--- config.mk ---
export PLATFORM = sky130hd
export DESIGN_NAME = midi_rx
export DESIGN_NICKNAME = d
export VERILOG_FILES = /design/src/rtl/midi_rx.sv
export SDC_FILE = /design/constraint.sdc
export NUM_CORES = 1
export LEC_CHECK = 0
export BUFFER_PORTS_ARGS = -buffer_cell sky130_fd_sc_hd__clkbuf_2
export CAP_MARGIN = 25
export CORE_MARGIN = 4
export CORE_UTILIZATION = 50
export CTS_BUF_LIST = sky130_fd_sc_hd__clkbuf_2 sky130_fd_sc_hd__clkbuf_4 sky130_fd_sc_hd__clkbuf_8
export DETAILED_ROUTE_END_ITERATION = 8
export PLACE_DENSITY_LB_ADDON = 0.3
export SETUP_SLACK_MARGIN = 0.2
export SYNTH_ARGS = -nofsm -noshare
export SYNTH_HDL_FRONTEND = slang
export SYNTH_SLANG_ARGS = --single-unit
--- constraint.sdc ---
create_clock -name clock -period 4.25 [get_ports clock]
set_clock_uncertainty 0.2 [all_clocks]
set_input_delay 0.2125 -clock clock [delete_from_list [all_inputs] [get_ports clock]]
set_output_delay 0.2125 -clock clock [all_outputs]
set_load 0.01 [all_outputs]
--- src/rtl/midi_rx.sv ---
// rtl/midi_rx.sv - 8N1 MIDI IN receiver with a pop-on-read byte FIFO and sticky error flags.
module midi_rx #(
    parameter int CLKDIV = 896,
    parameter int DEPTH  = 8
) (
    input  logic       clock,
    input  logic       reset,
    input  logic       rx,
    input  logic       rd,
    output logic [7:0] q,
    output logic       ready,
    output logic       ferr,
    output logic       ovf,
    input  logic       clr
);
    localparam int TW = $clog2(CLKDIV);
    localparam int AW = $clog2(DEPTH);
    localparam logic [TW-1:0] HALF_LOAD = TW'(CLKDIV / 2 - 1);
    localparam logic [TW-1:0] FULL_LOAD = TW'(CLKDIV - 1);
    localparam logic [TW-1:0] TIMER_ONE = TW'(1);

    typedef enum logic [2:0] {S_IDLE, S_START, S_DATA, S_STOP, S_BREAK} state_t;

    state_t        state_q, state_d;
    logic          rx_meta_q, rxs_q;
    logic [1:0]    flush_q, flush_d;
    logic          rx_hi_q, rx_hi_d;
    logic [TW-1:0] timer_q, timer_d;
    logic [2:0]    bit_q, bit_d;
    logic [7:0]    shift_q, shift_d;
    logic [AW:0]   wp_q, wp_d, rp_q, rp_d;
    logic          ferr_q, ferr_d, ovf_q, ovf_d;
    logic [7:0]    mem [DEPTH];

    logic expired, fall, push, ferr_set;
    logic empty, full, pop_ok, push_ok;

    // The synchroniser powers up high, so a fall only counts once a genuine high has been sampled.
    assign expired = (timer_q == '0);
    assign fall    = flush_q[1] && rx_hi_q && !rxs_q;

    always_comb begin
        state_d  = state_q;
        timer_d  = expired ? timer_q : timer_q - TIMER_ONE;
        bit_d    = bit_q;
        shift_d  = shift_q;
        push     = 1'b0;
        ferr_set = 1'b0;
        flush_d  = {flush_q[0], 1'b1};
        rx_hi_d  = flush_q[1] ? rxs_q : 1'b0;
        case (state_q)
            S_IDLE: begin
                if (fall) begin
                    timer_d = HALF_LOAD;
                    state_d = S_START;
                end
            end
            S_START: begin
                if (expired) begin
                    if (rxs_q) begin
                        state_d = S_IDLE;
                    end else begin
                        timer_d = FULL_LOAD;
                        bit_d   = 3'd0;
                        state_d = S_DATA;
                    end
                end
            end
            S_DATA: begin
                if (expired) begin
                    shift_d = {rxs_q, shift_q[7:1]};
                    timer_d = FULL_LOAD;
                    if (bit_q == 3'd7) state_d = S_STOP;
                    else               bit_d   = bit_q + 3'd1;
                end
            end
            S_STOP: begin
                if (expired) begin
                    if (rxs_q) begin
                        push    = 1'b1;
                        state_d = S_IDLE;
                    end else begin
                        ferr_set = 1'b1;
                        state_d  = S_BREAK;
                    end
                end
            end
            S_BREAK: begin
                if (rxs_q) state_d = S_IDLE;
            end
            default: state_d = S_IDLE;
        endcase
    end

    // A pop frees the head slot in the same edge, so a push into a full FIFO may reuse it.
    assign empty   = (wp_q == rp_q);
    assign full    = (wp_q[AW] != rp_q[AW]) && (wp_q[AW-1:0] == rp_q[AW-1:0]);
    assign pop_ok  = rd && !empty;
    assign push_ok = push && (!full || pop_ok);

    always_comb begin
        wp_d   = wp_q + {{AW{1'b0}}, push_ok};
        rp_d   = rp_q + {{AW{1'b0}}, pop_ok};
        ferr_d = (ferr_q && !clr) || ferr_set;
        ovf_d  = (ovf_q && !clr) || (push && !push_ok);
    end

    always_ff @(posedge clock) begin
        if (reset) begin
            rx_meta_q <= 1'b1;
            rxs_q     <= 1'b1;
            flush_q   <= 2'b00;
            rx_hi_q   <= 1'b0;
            state_q   <= S_IDLE;
            timer_q   <= '0;
            bit_q     <= 3'd0;
            shift_q   <= 8'h00;
            wp_q      <= '0;
            rp_q      <= '0;
            ferr_q    <= 1'b0;
            ovf_q     <= 1'b0;
        end else begin
            rx_meta_q <= rx;
            rxs_q     <= rx_meta_q;
            flush_q   <= flush_d;
            rx_hi_q   <= rx_hi_d;
            state_q   <= state_d;
            timer_q   <= timer_d;
            bit_q     <= bit_d;
            shift_q   <= shift_d;
            wp_q      <= wp_d;
            rp_q      <= rp_d;
            ferr_q    <= ferr_d;
            ovf_q     <= ovf_d;
        end
    end

    always_ff @(posedge clock) begin
        if (!reset && push_ok) mem[wp_q[AW-1:0]] <= shift_q;
    end

    assign ready = !empty;
    assign q     = ready ? mem[rp_q[AW-1:0]] : 8'h00;
    assign ferr  = ferr_q;
    assign ovf   = ovf_q;
endmodule

==> key figures <==
Clock network
  – CTS tree: built
  – Htree depth: 3
  – TritonCTS buffer count: 9
  – Clock sinks: 103
  – Cell chosen for the clock root: clkbuf_8
  – Post-CTS setup buffers: 0
  – Post-CTS Resized: 0
  – CTS clk-pin slew, worst paths: ~90 ps
  – Worst-skew pair later-pin latency: 350 ps
  – Count of hold-fix buffers inserted at cts: 2
  – Worst-case clock buffer depth: 2

Logic synthesis
  – Post-synth top flop: edfxtp_1
  – Syn Nets: between 300 and 400
  – Cells after synthesis: 319
  – Sequential share of the synthesized area: 61.63%
  – Yosys warns: 0
  – Ranking of synthesized cells by area: edfxtp_1 (44%), dfxtp_1 (18%), mux4_2 (8.2%)
  – Synth cell count leaders: edfxtp_1 (64), dfxtp_1 (39), nor2_1 (36)
  – Top-count cell post-synth: edfxtp_1
  – Synth Cell Area: approximately 4400 sq um
  – Post-synth top area cell: edfxtp_1
  – Post-synth cell types: 57
  – Asr flop ratio synth: 0%
  – Yosys reg bits: roughly 100
  – Syn avg cell area: 13.75 sq um
  – Synth top area share: 43.82%
  – Number of flops mapped to enable cells by yosys: 64

Global route
  – First-pass GRT wire length: 13000 um
  – Total grt overflow: 0
  – Vias in the first global route: 2444
  – Largest net degree at the start of global routing: 39
  – All-Layer GR Usage: 16.59%
  – Antenna violations before repair: 0

Drt
  – First drt pass iteration count: 4
  – Iteration-0 DRC Markers: 119
  – Via count: 2574
  – Remaining DRCs: 0
  – WL final: ~7800 um
  – Vias per inst: 5.810
  – Final ANT Viol Nets: 0
  – DR WL/cell: between 15 and 20 um

Final layout
  – P&R area growth vs syn: 8.959%
  – Final Util: 57.01%
  – Share of cells above drive strength 1: slightly above 20%
  – Post-layout net count: 347
  – Ant diodes: 0
  – Layout Cells excl Fill: 443

Place
  – Placed insts: 425
  – Detailed placement HPWL: 5442 um
  – PortBufs: 15
  – Dpl ws: 924.5 ps
  – GPL Wtd Cong: 0.7661

Critical path
  – Reg2reg end: mem[7][2]$_DFFE_PP_
  – CP max FO: 11
  – Critical Path RT: 4030 ps
  – Setup Crit Path Kind: reg2reg
  – Worst setup EP type: flip-flop
  – Startpoint types: flip-flop
  – Critical Path AT: 3110 ps
  – FF-to-FF path depth: 6
  – Reg2Reg Setup Slack: 920 ps
  – R2R Path Start: timer_q[0]$_SDFF_PP0_

STA
  – RSZ-0062 raised after global routing: false
  – Fmax achieved: 300.3 MHz
  – Final hold viol count: 0
  – Minimum clock period: ~3300 ps
  – Final worst slack: 920.4 ps
  – Final period util: about 78%
  – Pins Over Slew Limit: 0
  – Final setup TNS: 0 ps
  – Endpoints failing setup: 0
  – Rel. slew slack: 47.41%
  – Hold WS: around 160 ps
  – Worst-Margin Slew: about 790 ps

Pwr
  – LEAKAGE: approximately 1.6 nW
  – Cell Pwr Density: 443.0 nW/um^2
  – Max VDD drop: 269.4 uV

Floorplan
  – Initial Util: between 50% and 60%
  – Std-Cell Rows: 33
  – Die height: 101.7 um
  – Core area: 8382 sq um
  – Die W: 101.7 um
  – Io pins: 16
  – Die footprint: 10330 sq um

Worst hold path
  – HP Class: in2reg
  – WHS Endpoint: rp_q[0]$_SDFF_PP0_
  – Hold Startpoint: rd
  – Worst Hold Depth: 4

Run
  – Max-cap violations: 0

Outcome
  – Status: complete, no violations
-- worst max-delay path by stage --
stage / from / endpoint / depth (start not counted)
6_report: timer_q[0]$_SDFF_PP0_ / mem[7][2]$_DFFE_PP_ / 6
2_1_floorplan: timer_q[0]$_SDFF_PP0_ / mem[2][0]$_DFFE_PP_ / 8
3_3_place_gp: timer_q[0]$_SDFF_PP0_ / mem[3][4]$_DFFE_PP_ / 6
5_1_grt: timer_q[0]$_SDFF_PP0_ / mem[1][0]$_DFFE_PP_ / 6
4_1_cts: timer_q[0]$_SDFF_PP0_ / mem[7][2]$_DFFE_PP_ / 6
3_5_place_dp: timer_q[0]$_SDFF_PP0_ / mem[7][3]$_DFFE_PP_ / 6
-- worst max-delay path, cell delays in order (launching register included) --
cell,delay (ps)
dfxtp_1,370
inv_1,100
ha_1,130
or4b_1,580
nor3_2,560
o2111ai_1,380
nor2_1,640
-- layer usage --
metal,track usage (%),vias to the layer above,part of all wire (%)
met5,0,-,0
li1,-,1229,-
met2,23.99,36,46
met1,25.14,1302,49
met3,3.306,7,3.3
met4,5.521,0,1.1
-- layout by cell type, fill, tap and decap left out, types with 2 or more instances in the layout --
cell / Yosys / layout
ha_1: 9 / 9
xnor2_1: 6 / 6
clkbuf_8: 0 / 9
mux2i_1: 19 / 19
o21a_1: 2 / 2
nand2b_1: 3 / 3
inv_1: 5 / 5
xor2_1: 3 / 3
clkbuf_4: 0 / 2
or4_1: 2 / 2
clkbuf_2: 0 / 15
o21ai_0: 2 / 2
nor4_2: 0 / 2
mux4_2: 16 / 16
or3b_2: 3 / 3
nand3b_1: 2 / 2
nand2_1: 11 / 11
or2_2: 4 / 4
or3_1: 4 / 4
a21oi_1: 7 / 7
nor3_1: 3 / 3
nand3_1: 6 / 6
and3_1: 2 / 2
and2_1: 2 / 2
dlygate4sd3_1: 0 / 2
a2bb2oi_1: 2 / 2
a32o_1: 2 / 2
o2111ai_1: 2 / 2
nor2_1: 36 / 36
buf_4: 0 / 5
nor2b_1: 10 / 10
nor4_1: 4 / 2
dfxtp_1: 39 / 39
o31ai_1: 3 / 3
a31oi_1: 4 / 4
edfxtp_1: 64 / 64
-- registers in the layout (all words and copies together), names as in the netlist, 2 cells and up --
register / flops
timer_q: 10
state_q: 3
wp_q: 4
shift_q: 8
bit_q: 3
rp_q: 4
flush_q: 2
mem: 64
-- report_power, final --
| group | internal (mW) | total (mW) | switching [mW] |
|---|---|---|---|
| clock network | 0.288 | 0.596 | 0.309 |
| logic | 0.169 | 0.377 | 0.208 |
| registers | 1.09 | 1.14 | 0.0500 |
| total | 1.55 | 2.12 | 0.567 |
-- area by class of cell --
| type | count | area, sq um |
|---|---|---|
| Fill cell | 670 | 3603 |
| Sequential cell | 103 | 2703 |
| Multi-Input combinational cell | 190 | 1587 |
| Clock buffer | 11 | 138.9 |
| Timing Repair Buffer | 22 | 132.6 |
| Tap cell | 105 | 131.4 |
| Clock inverter | 5 | 60.06 |
| Inverter | 7 | 26.28 |
-- kinds of logic (layout without fill, tap and decap cells) --
kind of cell | count (synthesis) | in the layout | synth area share, %
DFF | 103 | 103 | 61.63
buffers and inverters | 26 | 45 | 2.482
xor gates and xnor gates | 9 | 9 | 1.798
muxes | 37 | 37 | 13.07
AOI/OAI and AO/OA | 35 | 35 | 5.935
adders and majority gates | 9 | 9 | 2.568
and+or+nand+nor | 100 | 100 | 12.52
-- stage by stage --
stage               instance area, sq um  power [mW]
CTS                                 4778       2.131
global placement                    4559       1.527
detailed placement                  4559       1.540
global route                        4778       2.243
floorplan                           4385       1.500
finish                              4778       2.117
Power figures use the tool's default switching activity.
